<file path="src/rtl/ascii_cmd_parser_pkg.sv">
// Shared definitions for the ASCII host-command parser: character codes,
// FSM encoding, hex decode and clog2 helpers.
`default_nettype none

package ascii_cmd_parser_pkg;

  localparam logic [7:0] ASCII_CR    = 8'h0D;
  localparam logic [7:0] ASCII_LF    = 8'h0A;
  localparam logic [7:0] ASCII_SPACE = 8'h20;
  localparam logic [7:0] CMD_KEY     = 8'h4B;  // 'K'
  localparam logic [7:0] CMD_TEXT    = 8'h54;  // 'T'
  localparam logic [7:0] CMD_ENC     = 8'h45;  // 'E'
  localparam logic [7:0] CMD_DEC     = 8'h44;  // 'D'
  localparam logic [7:0] CMD_START   = 8'h53;  // 'S'
  localparam logic [7:0] CMD_HALT    = 8'h48;  // 'H'
  localparam logic [7:0] CMD_RESET   = 8'h52;  // 'R'

  typedef enum logic [1:0] {
    ST_IDLE  = 2'd0,
    ST_HEX   = 2'd1,
    ST_EOL   = 2'd2,
    ST_FLUSH = 2'd3
  } state_t;

  // Returns {is_hex, nibble}; nibble is 0 for non-hex characters.
  function automatic logic [4:0] hex_to_nibble(input logic [7:0] c);
    logic [4:0] r;
    r = 5'd0;
    if (c >= 8'h30 && c <= 8'h39) begin
      r = {1'b1, c[3:0]};
    end else if ((c >= 8'h41 && c <= 8'h46) || (c >= 8'h61 && c <= 8'h66)) begin
      r = {1'b1, c[3:0] + 4'd9};
    end
    return r;
  endfunction

  function automatic int clog2(input int v);
    int r;
    r = 0;
    while ((1 << r) < v) begin
      r = r + 1;
    end
    return r;
  endfunction

endpackage

`default_nettype wire

</file>
<file path="src/rtl/ascii_cmd_parser_hex.sv">
// Combinational ASCII hex-digit decoder, reusable by other ASCII front ends.
`default_nettype none

module ascii_hex_decode
  import ascii_cmd_parser_pkg::*;
(
  input  logic [7:0] char_i,
  output logic       is_hex_o,
  output logic [3:0] nibble_o
);

  logic [4:0] dec_w;

  assign dec_w    = hex_to_nibble(char_i);
  assign is_hex_o = dec_w[4];
  assign nibble_o = dec_w[3:0];

endmodule

`default_nettype wire

</file>
<file path="src/rtl/ascii_cmd_parser.sv">
// Line-based host command parser: decodes K/T hex loads and E/D/S/H/R
// opcodes into registered control words for the AES stimulus generator.
`default_nettype none

module ascii_cmd_parser
  import ascii_cmd_parser_pkg::*;
#(
  parameter int CLK_FREQ   = 50_000_000,
  parameter int TIMEOUT_MS = 100
) (
  input  logic         clk,
  input  logic         rst_n,
  input  logic [7:0]   data,
  input  logic         valid,
  output logic [127:0] key,
  output logic [127:0] text,
  output logic         enc,
  output logic         work,
  output logic         load_key,
  output logic         load_text,
  output logic         clear,
  output logic         cmd_err,
  output logic [7:0]   err_count
);

  localparam int TIMEOUT_COUNT = CLK_FREQ / 1000 * TIMEOUT_MS;
  localparam int TW_RAW        = clog2(TIMEOUT_COUNT);
  localparam int TW            = (TW_RAW < 1) ? 1 : TW_RAW;
  localparam logic [TW-1:0] TMO_LAST = TW'(TIMEOUT_COUNT - 1);

  state_t         state_q, state_d;
  logic [127:0]   shreg_q, shreg_d;
  logic [5:0]     cnt_q, cnt_d;
  logic [TW-1:0]  tmo_q, tmo_d;
  logic           tgt_text_q, tgt_text_d;
  logic [7:0]     op_q, op_d;
  logic [127:0]   key_q, key_d, text_q, text_d;
  logic           enc_q, enc_d, work_q, work_d;
  logic           load_key_q, load_key_d, load_text_q, load_text_d;
  logic           clear_q, clear_d, cmd_err_q, cmd_err_d;
  logic [7:0]     err_count_q, err_count_d;

  logic           is_hex_w;
  logic [3:0]     nib_w;
  logic           is_term_w;
  logic [7:0]     letter_w;
  logic           tmo_hit_w;
  logic           err_w;

  ascii_hex_decode u_hex (
    .char_i   (data),
    .is_hex_o (is_hex_w),
    .nibble_o (nib_w)
  );

  assign is_term_w = (data == ASCII_CR) || (data == ASCII_LF);
  // Command letters are case-insensitive.
  assign letter_w  = (data >= 8'h61 && data <= 8'h7A) ? (data & 8'hDF) : data;
  assign tmo_hit_w = !valid && (tmo_q == TMO_LAST);

  always_comb begin
    state_d     = state_q;
    shreg_d     = shreg_q;
    cnt_d       = cnt_q;
    tgt_text_d  = tgt_text_q;
    op_d        = op_q;
    key_d       = key_q;
    text_d      = text_q;
    enc_d       = enc_q;
    work_d      = work_q;
    load_key_d  = 1'b0;
    load_text_d = 1'b0;
    clear_d     = 1'b0;
    err_w       = 1'b0;

    unique case (state_q)
      ST_IDLE: begin
        if (valid && !is_term_w && data != ASCII_SPACE) begin
          if (letter_w == CMD_KEY || letter_w == CMD_TEXT) begin
            tgt_text_d = (letter_w == CMD_TEXT);
            shreg_d    = '0;
            cnt_d      = '0;
            state_d    = ST_HEX;
          end else if (letter_w == CMD_ENC || letter_w == CMD_DEC ||
                       letter_w == CMD_START || letter_w == CMD_HALT ||
                       letter_w == CMD_RESET) begin
            op_d    = letter_w;
            state_d = ST_EOL;
          end else begin
            err_w   = 1'b1;
            state_d = ST_FLUSH;
          end
        end
      end
      ST_HEX: begin
        if (valid) begin
          if (is_hex_w && cnt_q != 6'd32) begin
            shreg_d = {shreg_q[123:0], nib_w};
            cnt_d   = cnt_q + 6'd1;
          end else if (is_term_w) begin
            state_d = ST_IDLE;
            if (cnt_q == 6'd32) begin
              if (tgt_text_q) begin
                text_d      = shreg_q;
                load_text_d = 1'b1;
              end else begin
                key_d      = shreg_q;
                load_key_d = 1'b1;
              end
            end else begin
              err_w = 1'b1;
            end
          end else begin
            err_w   = 1'b1;
            state_d = ST_FLUSH;
          end
        end else if (tmo_hit_w) begin
          err_w   = 1'b1;
          state_d = ST_IDLE;
        end
      end
      ST_EOL: begin
        if (valid) begin
          if (is_term_w) begin
            state_d = ST_IDLE;
            if (op_q == CMD_ENC)   enc_d   = 1'b1;
            if (op_q == CMD_DEC)   enc_d   = 1'b0;
            if (op_q == CMD_START) work_d  = 1'b1;
            if (op_q == CMD_HALT)  work_d  = 1'b0;
            if (op_q == CMD_RESET) clear_d = 1'b1;
          end else begin
            err_w   = 1'b1;
            state_d = ST_FLUSH;
          end
        end else if (tmo_hit_w) begin
          err_w   = 1'b1;
          state_d = ST_IDLE;
        end
      end
      ST_FLUSH: begin
        if ((valid && is_term_w) || tmo_hit_w) begin
          state_d = ST_IDLE;
        end
      end
      default: state_d = ST_IDLE;
    endcase

    cmd_err_d   = err_w;
    err_count_d = (err_w && err_count_q != 8'hFF) ? err_count_q + 8'd1 : err_count_q;

    // Idle gap counter only runs while a line is partially received.
    if (state_d == ST_IDLE || state_q == ST_IDLE || valid) begin
      tmo_d = '0;
    end else begin
      tmo_d = tmo_q + 1'b1;
    end
  end

  always_ff @(posedge clk or negedge rst_n) begin
    if (!rst_n) begin
      state_q     <= ST_IDLE;
      shreg_q     <= '0;
      cnt_q       <= '0;
      tmo_q       <= '0;
      tgt_text_q  <= 1'b0;
      op_q        <= '0;
      key_q       <= '0;
      text_q      <= '0;
      enc_q       <= 1'b1;
      work_q      <= 1'b0;
      load_key_q  <= 1'b0;
      load_text_q <= 1'b0;
      clear_q     <= 1'b0;
      cmd_err_q   <= 1'b0;
      err_count_q <= '0;
    end else begin
      state_q     <= state_d;
      shreg_q     <= shreg_d;
      cnt_q       <= cnt_d;
      tmo_q       <= tmo_d;
      tgt_text_q  <= tgt_text_d;
      op_q        <= op_d;
      key_q       <= key_d;
      text_q      <= text_d;
      enc_q       <= enc_d;
      work_q      <= work_d;
      load_key_q  <= load_key_d;
      load_text_q <= load_text_d;
      clear_q     <= clear_d;
      cmd_err_q   <= cmd_err_d;
      err_count_q <= err_count_d;
    end
  end

  assign key       = key_q;
  assign text      = text_q;
  assign enc       = enc_q;
  assign work      = work_q;
  assign load_key  = load_key_q;
  assign load_text = load_text_q;
  assign clear     = clear_q;
  assign cmd_err   = cmd_err_q;
  assign err_count = err_count_q;

endmodule

`default_nettype wire
</file>
<file path="config.mk">
export PLATFORM = sky130hd
export DESIGN_NAME = ascii_cmd_parser
export DESIGN_NICKNAME = d
export VERILOG_FILES = /design/src/rtl/ascii_cmd_parser_pkg.sv /design/src/rtl/ascii_cmd_parser_hex.sv /design/src/rtl/ascii_cmd_parser.sv
export SDC_FILE = /design/constraint.sdc
export NUM_CORES = 1
export LEC_CHECK = 0
export CAP_MARGIN = 10
export CORE_MARGIN = 3
export CORE_UTILIZATION = 30
export CTS_BUF_LIST = sky130_fd_sc_hd__clkbuf_4 sky130_fd_sc_hd__clkbuf_8
export DETAILED_ROUTE_END_ITERATION = 8
export PLACE_DENSITY = 0.51
export REMOVE_ABC_BUFFERS = 1
export SETUP_SLACK_MARGIN = 0.1
export SLEW_MARGIN = 40
export SYNTH_ARGS = -nofsm -noshare
export SYNTH_HDL_FRONTEND = slang
export SYNTH_HIERARCHICAL = 1
export SYNTH_SLANG_ARGS = --single-unit
</file>
<file path="constraint.sdc">
create_clock -name clk -period 2.45 [get_ports clk]
set_clock_uncertainty 0.2 [all_clocks]
set_input_delay 0.49 -clock clk [delete_from_list [all_inputs] [get_ports clk]]
set_output_delay 0.49 -clock clk [all_outputs]
set_load 0.01 [all_outputs]
</file>
# [Word-level counts from Yosys, hierarchy flattened]
# Cells that the tools add are included.
[totals] register_bits=438 elab_cells=144
[classes] n_lt_le_gt_ge=7 reduce_logical=34 eq_ne=26 n_addsub=4 bitwise_logic=3 mux=55
[ops] cell="two-way mux 128 bit" count=4
[ops] cell="one-hot mux 128 bit (2 select lines)" count=1
[ops] cell="equality test 8 x 7 -> 1 bit (second input constant)" count=12
[ops] cell="two-way mux 1 bit" count=31
[ops] cell="two-way mux 6 bit" count=5
[ops] cell="<= comparator 8 x 7 -> 1 bit (second input constant)" count=3
[ops] cell="adder 23 x 1 -> 23 bit (second input constant)" count=1
[ops] cell="equality test 23 bit (second input constant)" count=1
[ops] cell="two-way mux 23 bit" count=1
[ops] cell="equality test 8 x 4 -> 1 bit (second input constant)" count=2
[ops] cell="greater-or-equal comparator 8 x 7 -> 1 bit (second input constant)" count=2
[ops] cell="two-way mux 2 bit" count=8
[ops] cell="one-hot mux 6 bit (2 select lines)" count=1
[ops] cell="AND reduction 4 bit" count=3
[ops] cell="AND reduction 6 bit" count=2
[ops] cell="logical AND 1 bit" count=10
[ops] cell="logical OR 1 bit" count=10
[ops] cell="two-way mux 5 bit" count=2
[ops] cell="adder 8 x 1 -> 8 bit (second input constant)" count=1
[ops] cell="greater-or-equal comparator 8 x 6 -> 1 bit (second input constant)" count=1
[ops] cell="<= comparator 8 x 6 -> 1 bit (second input constant)" count=1
[ops] cell="!= test 2 bit (second input constant)" count=4
[ops] cell="!= test 8 x 6 -> 1 bit (second input constant)" count=1
[ops] cell="!= test 8 bit (second input constant)" count=1
[ops] cell="14 further kinds" count=21

# [Logic depth before layout (Yosys ltp)]
[logic_depth] word_depth=16 ltp_mapped=13

# [Modules after synthesis]
# The synthesis kept the hierarchy.
[by_module_without_submodules] module="ascii_cmd_parser" cells_per_inst=1383 instances=1 seq_area_each_um2=10961.8 area_each_um2=17807.1
[by_module_without_submodules] module="ascii_hex_decode" cells_per_inst=19 instances=1 seq_area_each_um2=0.0 area_each_um2=177.7

# [Least setup slack after synthesis]
# OpenSTA, ideal clock, no wires.
[synth_path] kind="input to register" startpoint="input port data[7]" endpoint="register tmo_q[11]" setup_ps=132 t_arrival_ps=2552 stages=10 setup_slack_ps=-434 cell_sequence="or4b_4 a311oi_2 or2_1 inv_1 a31o_2 a31oi_1 o21ai_0 o21bai_1 clkbuf_1 nor2_1"
[synth_between] word_cells_on_any_way=50
[synth_lines] element="start: declaration" line="ascii_cmd_parser.sv:13" source="input logic [7:0] data,"
[synth_lines] element="greater-or-equal comparator 8 x 7 -> 1 bit / <= comparator 8 x 7 -> 1 bit (equally long branches)" line="ascii_cmd_parser_pkg.sv:31" source="end else if ((c >= 8'h41 && c <= 8'h46) || (c >= 8'h61 && c <= 8'h66)) begin"
[synth_lines] element="logical AND 1 bit" line="ascii_cmd_parser_pkg.sv:31"
[synth_lines] element="logical OR 1 bit" line="ascii_cmd_parser_pkg.sv:31"
[synth_lines] element="two-way mux 5 bit" line="ascii_cmd_parser_pkg.sv:31"
[synth_lines] element="two-way mux 5 bit *" line="ascii_cmd_parser_pkg.sv:29" source="if (c >= 8'h30 && c <= 8'h39) begin"
[synth_lines] element="via is_hex_w" line="ascii_cmd_parser.sv:43" source="logic is_hex_w;"
[synth_lines] element="logical AND 1 bit *" line="ascii_cmd_parser.sv:97" source="if (is_hex_w && cnt_q != 6'd32) begin"
[synth_lines] element="two-way mux 2 bit *" line="ascii_cmd_parser.sv:97"
[synth_lines] element="two-way mux 2 bit *" line="ascii_cmd_parser.sv:96" source="if (valid) begin"
[synth_lines] element="one-hot mux 2 bit (4 select lines) *" line="ascii_cmd_parser.sv:76" source="unique case (state_q)"
[synth_lines] element="via state_d[1]" line="ascii_cmd_parser.sv:31" source="state_t state_q, state_d;"
[synth_lines] element="logical NOT 2 bit *" line="ascii_cmd_parser.sv:152" source="if (state_d == ST_IDLE || state_q == ST_IDLE || valid) begin"
[synth_lines] element="logical OR 1 bit * (2 in a row)" line="ascii_cmd_parser.sv:152"
[synth_lines] element="two-way mux 23 bit *" line="ascii_cmd_parser.sv:152"
[synth_lines] element="via tmo_d[11]" line="ascii_cmd_parser.sv:34" source="logic [TW-1:0] tmo_q, tmo_d;"
[synth_lines] element="end signal: assignment" line="ascii_cmd_parser.sv:180" source="tmo_q <= tmo_d;"
[synth_lines] element="end: declaration" line="ascii_cmd_parser.sv:34"
# The timed path passes the listed nets; every way through them passes the cells marked *.
# A chain may end at the register's enable or synchronous reset.

# [Worst setup path in the final report]
[layout_path] startpoint="register state_q[0]" endpoint="register shreg_q[111]"
[layout_between] elab_chain_cells=3 word_cells_on_any_way=9
[layout_rtl] element="start: declaration" line="ascii_cmd_parser.sv:31"
[layout_rtl] element="start signal: assignment" line="ascii_cmd_parser.sv:177" source="state_q <= state_d;"
[layout_rtl] element="equality test 2 x 1 -> 1 bit / logical NOT 2 bit (equally long branches)" line="ascii_cmd_parser.sv:76"
[layout_rtl] element="!= test 2 bit (no line) / nonzero test 2 bit (equally long branches)"
[layout_rtl] element="AND reduction 5 bit (no line)"
[layout_rtl] element="end signal: assignment" line="ascii_cmd_parser.sv:178" source="shreg_q <= shreg_d;"
[layout_rtl] element="end: declaration" line="ascii_cmd_parser.sv:32" source="logic [127:0] shreg_q, shreg_d;"
# Parallel ways exist; a longest one is shown, timed or not.

==> impl_metrics.csv <==
group,metric,value,unit
setup_path,cpPeakStageDelay,0.42,ns
setup_path,crit_path_start_kind,"flop",
setup_path,crit_type,"reg -> reg",
power_and_ir_drop,clockPowerShare,47.5,%
power_and_ir_drop,internal-power,11.82,mW
final_layout,syn_to_final_growth,51.71,%
setup_path,crit_slowest_cell,"or3b_4",
grt,grtUsageTotal,16.18,%
floorplanning,die-area,62920,um2
power_and_ir_drop,powerDensity,566.1,nW/um2
grt,grt_max_degree,89,
cts,cts_buffer_depth,3,
setup_path,r2r_end,"shreg_q[111]",
setup_path,worst_path_most_repeated_cell,"buf_12",
floorplanning,dieWidth,250.8,um
setup_path,r2r_start,"state_q[0]",
setup_path,required,2.78,ns
drt,post_drt_wl_per_cell,20.17,um
grt,grt_pass1_vias,12930,
sta,slew_headroom,62.53,%
synthesis,yosys_warnings,6,
drt,dr.pass1.iters,5,
floorplanning,initial_core_util,30.42,%
grt,grt_overflow,0,
grt,grt_pass1_wl,79210,um
synthesis,netlist_instances,1402,
synthesis,synth-async-reset-ratio,100.0,%
cts,htreeDepth,3,
drt,avgViaCountPerCell,4.677,
floorplanning,coreArea,59130,um2
power_and_ir_drop,sw_frac_of_total,23.50,%
synthesis,ys_seq_area_share,60.95,%
sta,setup_viol,55,
cts,clkTransAtPathRegs,0.06,ns
synthesis,synth_cell_type_count,63,
drt,route.detailed.drc,0,
floorplanning,io_pins,281,
sta,grt_setup_unrepaired,"yes",
min_path,holdPathEnd,"op_q[3]",
min_path,holdPathStages,3,
cts,cts_num_sinks,438,
place,portBuffers,280,
sta,period_share,102.0,%
power_and_ir_drop,pwr-share-seq,48.0,%
synthesis,ys_ff_latch,438,
final_layout,num-fill-cells,5252,
cts,clkLatencyLatePin,0.65,ns
status,violations,"negative setup slack",
sta,period_needed,2.500,ns
final_layout,final_nets,1929,
power_and_ir_drop,power.total,15.45,mW
place,dp.cells,2493,
drt,drtAntennaViolNets,0,
cts,root_buffer,"clkbuf_8",
sta,tightest_slew,0.5621,ns
cts,numCtsBuffers,78,
setup_path,crit_fanout,7,
power_and_ir_drop,ir_worst_vdd,0.0003508,V
power_and_ir_drop,p_leak,13.08,nW
sta,fin_ws,-0.05008,ns
final_layout,fin_util,46.14,%
setup_path,path_cells,"or3b_4 > a31oi_4 > o211ai_1 > buf_4 > a21o_4 > buf_12 > buf_12 > clkbuf_16 > nand2_1 > o21ai_1",
synthesis,syn_area_per_cell,12.83,um2
status,status,"complete, but fails checks",
synthesis,syn-cell-area,17980,um2
grt,antenna_found_initial,1,
final_layout,fin_cells,2740,
place,place_hpwl,30150,um
min_path,hp-class,"in -> reg",
setup_path,ff2ff_path_depth,10,
setup_path,reg2reg_setup_slack,-0.05,ns
drt,drt_iter0_drc,678,
place,gp_congestion,0.7668,
sta,whs,0.09712,ns
synthesis,synth_ff_type,"dfrtp_1",
final_layout,layout-drive-gt1-share,41.48,%
run,max_cap_violations,0,
final_layout,antenna_cells,0,
drt,vias,12820,
floorplanning,row_count,89,
sta,fmax,400.0,MHz
synthesis,synth_edf_count,0,
setup_path,endpoint_kind,"flop",
power_and_ir_drop,netSwitchingPower,3.630,mW
sta,report.final.slew_viol_count,0,
min_path,min_from,"data[3]",
power_and_ir_drop,combPwrFrac,4.6,%
floorplanning,die_h,250.8,um
sta,hold_violations,0,
drt,wl,55250,um
setup_path,worstPathArrival,2.83,ns
cts,tritoncts,"yes",
cell type report:
type	instances	area (um2)	share of cell area [%]
inverters	15	56.30	0.2064
clock buffers	123	1574	5.769
multi-input cells	872	7500	27.49
flip-flops and latches	438	10960	40.18
well taps	773	967.2	3.545
clock inverters	13	137.6	0.5044
repair buffers	506	6086	22.30
power by group through the flow:
stage	clock network, mW	registers (mW)	logic, mW
after floorplan	0	7.54	0.144
after global placement	0	7.53	0.629
after detailed placement	0	7.53	0.635
after CTS	7.60	7.41	0.668
after global routing	7.93	7.42	0.784
final	7.33	7.41	0.704
cell usage after synthesis, drive strengths merged, types with 3 or more instances:
cell    count  area, um2
a21oi       5      25.02
and3        5      31.28
and3b       3      26.28
buf        48      362.8
clkbuf     30      112.6
dfrtp     437      10940
ha          7      87.58
inv        15      56.30
mux2      263       3412
nand2     282       1059
nand3      17      85.08
nand3b      3      22.52
nand4       7      43.79
nor2       42      157.7
nor2b       4      25.02
nor3        5      25.02
nor3b       4      35.03
nor4        5      52.55
nor4b       4      50.05
o211ai      3      27.52
o21ai     140      700.7
o21bai      3      22.52
or2         4      25.03
or3         4      25.02
or4         4      33.78
xnor2       8      70.07
xor2       20      175.2
worst max-delay path, delay by kind of cell (launching register included):
| kind | cells | cell delay (ns) |
|---|---|---|
| simple gates | 2 | 0.49 |
| buf+inv | 4 | 0.66 |
| compound gates | 4 | 0.63 |
| flops | 1 | 0.38 |
layer usage:
metal | global-route usage, % | vias to the layer above | routed length (um)
met1 | 22.78 | 6522 | 26180
li1 | - | 5861 | -
met4 | 4.934 | 2 | 1252
met2 | 25.04 | 343 | 24880
met3 | 3.559 | 88 | 2937
met5 | 0 | - | 11
sequential cells by signal (all words and copies together), names as in the netlist:
register,count
cmd_err,1
err_count,8
load_key,1
key,128
tmo_q,23
load_text,1
text,128
shreg_q,128
state_q,2
enc,1
op_q,8
work,1
tgt_text_q,1
clear,1
cnt_q,6
cells by family (layout without fill, tap and decap cells):
group           after synthesis  in the layout  share of synthesized area (%)
xor+xnor                     28             28                          1.364
buf+inv                      93            657                          2.957
flops                       438            438                          60.95
compound gates              171            172                          5.392
fa+ha+maj                     7              7                         0.4870
mux                         263            263                          18.97
simple gates                402            402                          9.879
worst max-delay path by stage:
stage | start | to | slack [ns] | cells past startpoint
global route | state_q[0] | cnt_q[3] | -0.11 | 8
global placement | data[7] | err_count[1] | -0.87 | 10
finish | state_q[0] | shreg_q[111] | -0.05 | 10
CTS | state_q[1] | shreg_q[23] | -0.03 | 10
floorplan | data[4] | key[0] | -12.40 | 4
detailed placement | data[7] | err_count[1] | -0.91 | 10
repair_timing:
item                       4_1_cts  5_1_grt
setup endpoints to repair      422      431
pin swaps                       41       79
hold buffers                     1        0
resized for setup              208      286
setup buffers                   29       25
hold endpoints to repair       111        0
cloned                          30       32
through the flow:
stage               setup WS (ns)  instance area (um2)   TNS, ns
floorplan                  -12.40                17510  -2484.02
detailed placement        -0.9116                22430   -320.02
global route              -0.1068                27280    -10.17
global placement          -0.8706                22430   -302.65
finish                   -0.05008                27280   -0.9452
CTS                      -0.03130                25570   -0.3878
layout by cell type (no fill, tap or decap), types with 11 or more instances in the layout:
cell / Yosys / final
buf_6: 16 / 18
nand2_1: 282 / 225
buf_4: 9 / 107
xor2_1: 20 / 20
o21ai_1: 70 / 62
dfrtp_1: 437 / 435
o21ai_2: 0 / 67
clkbuf_4: 0 / 19
nand2_4: 0 / 15
dlygate4sd2_1: 0 / 46
nand2_2: 0 / 42
clkbuf_16: 0 / 27
nor2_1: 42 / 34
dlymetal6s2s_1: 0 / 14
buf_12: 0 / 36
inv_1: 15 / 11
clkdlybuf4s50_1: 0 / 212
mux2_2: 134 / 73
buf_16: 0 / 29
clkbuf_8: 0 / 104
nand3_1: 17 / 16
mux2_4: 120 / 188
Power figures use the tool's default switching activity.
==> RTL edit 1 (same flow settings) <==
`shreg_q`, `op_q` and `key_q` no longer have a reset.
--- a/src/rtl/ascii_cmd_parser.sv
+++ b/src/rtl/ascii_cmd_parser.sv
@@ -159,12 +159,9 @@
   always_ff @(posedge clk or negedge rst_n) begin
     if (!rst_n) begin
       state_q     <= ST_IDLE;
-      shreg_q     <= '0;
       cnt_q       <= '0;
       tmo_q       <= '0;
       tgt_text_q  <= 1'b0;
-      op_q        <= '0;
-      key_q       <= '0;
       text_q      <= '0;
       enc_q       <= 1'b1;
       work_q      <= 1'b0;
@@ -175,12 +172,9 @@
       err_count_q <= '0;
     end else begin
       state_q     <= state_d;
-      shreg_q     <= shreg_d;
       cnt_q       <= cnt_d;
       tmo_q       <= tmo_d;
       tgt_text_q  <= tgt_text_d;
-      op_q        <= op_d;
-      key_q       <= key_d;
       text_q      <= text_d;
       enc_q       <= enc_d;
       work_q      <= work_d;
@@ -192,6 +186,12 @@
     end
   end
 
+  always_ff @(posedge clk) begin
+    shreg_q <= shreg_d;
+    op_q    <= op_d;
+    key_q   <= key_d;
+  end
+
   assign key       = key_q;
   assign text      = text_q;
   assign enc       = enc_q;
Check against the original RTL: not settled (the Yosys comparison gave no result); the edit may change what the design does.
==> RTL edit 1 against the unedited design <==
The run still ends with negative setup slack left; synthesized area shrank 9.5%; cell area shrank 4.9%; via count shrank 11%; routed wire length shrank 8.0%; power grew 0.52%; worst hold slack gained 0.055 ns; combinational power shrank 43%; sequential power grew 5.9%; die area shrank 9.3%; sequential cell count is the same; worst setup slack lost 0.17 ns; highest routed layer is now met4.
==> RTL edit 1: results (changes against the unedited design) <==
Critical path
  • Critical Path AT: 2.82 ns (was 2.83 ns)
  • Reg2reg path depth: 13 (was 10)
  • CP Launch Point: data[4] (was state_q[0])
  • Crit path max-delay family: simple AND/OR/NAND/NOR gates (was buffers and inverters)
  • CP max stage delay: 0.55 ns (was 0.42 ns)
  • Reg2reg start: cnt_q[1] (was state_q[0])

GRT
  • Initial antenna violation count: 0 (was 1)
  • Largest net degree at the start of global routing: 65 (was 89)

Status
  • Failing checks: negative setup slack (unchanged)
  • Status: finished with violations (unchanged)

Place
  • Pre-CTS WS: -1.16 ns (was -0.912 ns)
  • GP Congestion: 0.749 (was 0.767)
  • Instance area at placement: 20,800 sq um (was 22,400 sq um)

Power
  • Pwr dens: 599 nW/um^2 (was 566 nW/um^2)
  • Leakage: 0.0112 uW (was 0.0131 uW)
  • Combinational cell power: 403 uW (was 704 uW)

Timing
  • Final WS setup: -0.221 ns (was -0.0501 ns)
  • Count of final setup violators: 347 (was 55)
  • Setup_tns: -29.57 ns (was -0.945 ns)

Final layout
  • Multi-input gates: 734 (was 872)
  • # nets final: 1,790 (was 1,929)
  • Non-Filler Instances: 2,525 (was 2,740)
  • Logic inverters: 13 (was 15)
  • Area occupied by multi-input gates: 4820 sq um (was 7500 sq um)

Routing
  • First DRT Iteration DRCs: 716 (was 678)
  • Avg WL per Cell: 20.1 um (was 20.2 um)
  • Routed vias: 11,356 (was 12,816)

Clocking
  • TritonCTS buffer count: 79 (was 78)

Min path
  • Hold Crit Start: data[2] (was data[3])
  • Hold endpoint: op_q[2] (was op_q[3])

Synth
  • Register area share after synthesis: 0.755 (was 0.610)
  • Synth top cells by count: 401 x nand2_1, 264 x edfxtp_1, 173 x dfrtp_1 (was 437 x dfrtp_1, 282 x nand2_1, 134 x mux2_2)
  • Ranking of synthesized cells by area: edfxtp_1 49%, dfrtp_1 27%, nand2_1 9.3% (was dfrtp_1 61%, mux2_4 10%, mux2_2 8.4%)
  • EDFF count, synth: 264 (was 0)
  • Post-synth ARST share: 0.397 (was 1.00)
-- RTL edit 1: cell count changes after synthesis, moves of 15 or more --
cell	before	now
dfrtp_1	437	173
o21ai_1	70	1
mux2_4	120	1
and2_1	1	131
edfxtp_1	0	264
mux2_2	134	2
nand2_1	282	401
o21ai_0	70	4
buf_6	16	1
-- RTL edit 1: cell families (layout without fill, tap and decap cells) --
| kind of cell | after synthesis | in the layout | synth area share |
|---|---|---|---|
| muxes | 6 | 6 | 0.00423 |
| adders and majority gates | 7 | 7 | 0.00538 |
| AOI/OAI and AO/OA | 43 | 43 | 0.0200 |
| buffers and inverters | 61 | 665 | 0.0156 |
| and+or+nand+nor | 649 | 649 | 0.184 |
| xor gates and xnor gates | 29 | 29 | 0.0156 |
| DFF | 438 | 438 | 0.755 |
-- RTL edit 1: repair_timing --
item,in CTS,in global routing
endpoints found under the setup margin,447,437
pin swaps,19,246
gates cloned,17,37
hold buffers,6,0
endpoints found under the hold margin,54,0
buffers inserted,58,19
gates resized for setup,124,342
==> RTL edit 2 (same flow settings) <==
Without the edit above. The parameter `TIMEOUT_MS` goes from 100 to 50.
--- a/src/rtl/ascii_cmd_parser.sv
+++ b/src/rtl/ascii_cmd_parser.sv
@@ -6,7 +6,7 @@
   import ascii_cmd_parser_pkg::*;
 #(
   parameter int CLK_FREQ   = 50_000_000,
-  parameter int TIMEOUT_MS = 100
+  parameter int TIMEOUT_MS = 50
 ) (
   input  logic         clk,
   input  logic         rst_n,
Check against the original RTL: not settled (the Yosys comparison gave no result); the edit may change what the design does.
==> RTL edit 2 against the unedited design <==
The run still ends with negative setup slack left; power shrank 0.29%; combinational power shrank 21%; sequential power shrank 0.7%; synthesized cell count shrank 0.50%; synthesized area shrank 0.33%; die area shrank 0.33%; sequential cell count shrank 1; clock power grew 2%; worst setup slack lost 0.073 ns; routed wire length shrank 10%; cell count shrank 1.5%; cell area shrank 4.2%; fmax shrank 2.8%; critical path type is now input port to flop.
==> RTL edit 2: results (changes against the unedited design) <==
GRT
  • Global-route wire length before repair: 73,800 um (was 79,200 um)
  • Number of global-route vias before repair: 12,606 (was 12,933)
  • Largest net degree at the start of global routing: 84 (was 89)
  • Total track usage: 0.148 (was 0.162)

Critical path
  • Worst R2R Setup Slack: 0 ns (was -0.05 ns)
  • RR Endpoint: key[7] (was shreg_q[111])
  • Critical Path AT: 2.88 ns (was 2.83 ns)
  • Reg2reg path depth: 8 (was 10)
  • Reg2reg start: cnt_q[3] (was state_q[0])

Routing
  • Final ANT Viol Nets: 0 (unchanged)
  • Avg WL per Cell: 18.4 um (was 20.2 um)
  • Routed vias: 12,323 (was 12,816)
  • First DRT Iteration DRCs: 657 (was 678)

Status
  • Failing checks: negative setup slack (unchanged)
  • Status: finished with violations (unchanged)

Synth
  • Cell variety after synth: 65 (was 63)
  • Register area share after synthesis: 0.610 (about the same)
  • Ys Warns: 6 (unchanged)
  • Synth top cells by count: 436 x dfrtp_1, 275 x nand2_1, 161 x mux2_2 (was 437 x dfrtp_1, 282 x nand2_1, 134 x mux2_2)
  • Ranking of synthesized cells by area: dfrtp_1 61%, mux2_2 10%, mux2_4 7.5% (was dfrtp_1 61%, mux2_4 10%, mux2_2 8.4%)
  • Ys flop type: dfrtp_1 (unchanged)
  • Post-synth ARST share: 1.00 (unchanged)

Place
  • DP Wirelength: 30,000 um (was 30,100 um)
  • GP Congestion: 0.762 (was 0.767)

Min path
  • Hold Crit Start: data[2] (was data[3])
  • WHS Path Cells: 5 (was 3)
  • Hold endpoint: op_q[2] (was op_q[3])

Timing
  • Setup_tns: -0.471 ns (was -0.945 ns)
  • Count of final setup violators: 11 (was 55)
  • Slew headroom: 0.635 (was 0.625)
  • Final WS setup: -0.123 ns (was -0.0501 ns)
  • Hold Slack: 0.143 ns (was 0.0971 ns)

Final layout
  • N_diodes: 0 (unchanged)
  • Fillcell total: 5,328 (was 5,252)
  • Share of cells above drive strength 1: 0.337 (was 0.415)
  • # nets final: 1,887 (was 1,929)

Clocking
  • TritonCTS buffer count: 79 (was 78)
  • CTS H-tree lvls: 3 (unchanged)
  • Clk slew on worst S/H paths: 0.06 ns (about the same)
  • Clock Latency Late Sink: 0.64 ns

Power
  • Leakage: 0.0128 uW (was 0.0131 uW)
  • Maximum vdd drop: 0.000344 V (was 0.000351 V)
[RTL edit 2: changes by cell type after synthesis, moves of 5 or more]
cell	before	now
mux2_4	120	90
o21ai_0	70	141
buf_2	23	13
buf_12	0	11
mux2_2	134	161
nand2_1	282	275
clkbuf_1	30	37
and3_1	5	10
buf_6	16	2
nor2_1	42	33
o21ai_1	70	0
[RTL edit 2: worst max-delay path by stage]
stage                         endpoint  cells past startpoint        from
after floorplan                 key[0]                      4  state_q[0]
after global placement    err_count[7]                      9     data[7]
after detailed placement  err_count[7]                      9     data[7]
after CTS                      key[10]                      8    cnt_q[3]
after global routing      err_count[7]                      9     data[4]
final                     err_count[7]                      9     data[4]
[RTL edit 2: routing by layer]
metal  track usage  share of wire
met4        0.0450          0.023
met5             0        0.00022
met3        0.0375          0.050
met1         0.202           0.47
met2         0.231           0.46
[RTL edit 2: worst max-delay path: stages]
cell	delay (ns)
buf_6	0.10
or4b_4	0.55
a311oi_2	0.31
or2_4	0.20
o21ai_2	0.06
nor2b_2	0.14
a221o_2	0.47
o2111ai_2	0.25
mux2_4	0.32
[RTL edit 2: metrics by stage]
| stage | instances | setup WS, ns | power [uW] | area (sq um) |
|---|---|---|---|---|
| floorplan | 1319 | -8.60 | 7620 | 17400 |
| global placement | 2488 | -1.10 | 8000 | 22400 |
| detailed placement | 2488 | -1.16 | 8010 | 22400 |
| CTS | 2669 | 0.0532 | 15700 | 24700 |
| global route | 2699 | -0.111 | 16100 | 26100 |
| finish | 2699 | -0.123 | 15400 | 26100 |
[RTL edit 2: cell families after synthesis]
logic type,after synthesis,share of synthesized area
compound gates,175,0.0563
xor+xnor,27,0.0132
fa+ha+maj,7,0.00489
buf+inv,91,0.0335
flops,437,0.610
mux,264,0.185
simple gates,394,0.0972
[RTL edit 2: power by group]
group / total [uW] / switching (uW) / internal [uW]
logic: 554 / 322 / 232
registers: 7360 / 79.5 / 7280
clock network: 7480 / 3110 / 4370
total: 15400 / 3510 / 11900
[RTL edit 2: area by class of cell]
type | count | area share
Tap cell | 765 | 0.0366
Clock inverter | 16 | 0.00488
Sequential cell | 437 | 0.419
Inverter | 15 | 0.00225
Timing Repair Buffer | 469 | 0.201
Multi-Input combinational cell | 867 | 0.274
Clock buffer | 130 | 0.0630
[RTL edit 2: repair_timing]
item	4_1_cts	5_1_grt
hold buffers	1	0
hold endpoints to repair	96	0
setup endpoints to repair	474	366
resized for setup	133	278
pin swaps	14	17
cloned	6	17
buffers inserted	28	13
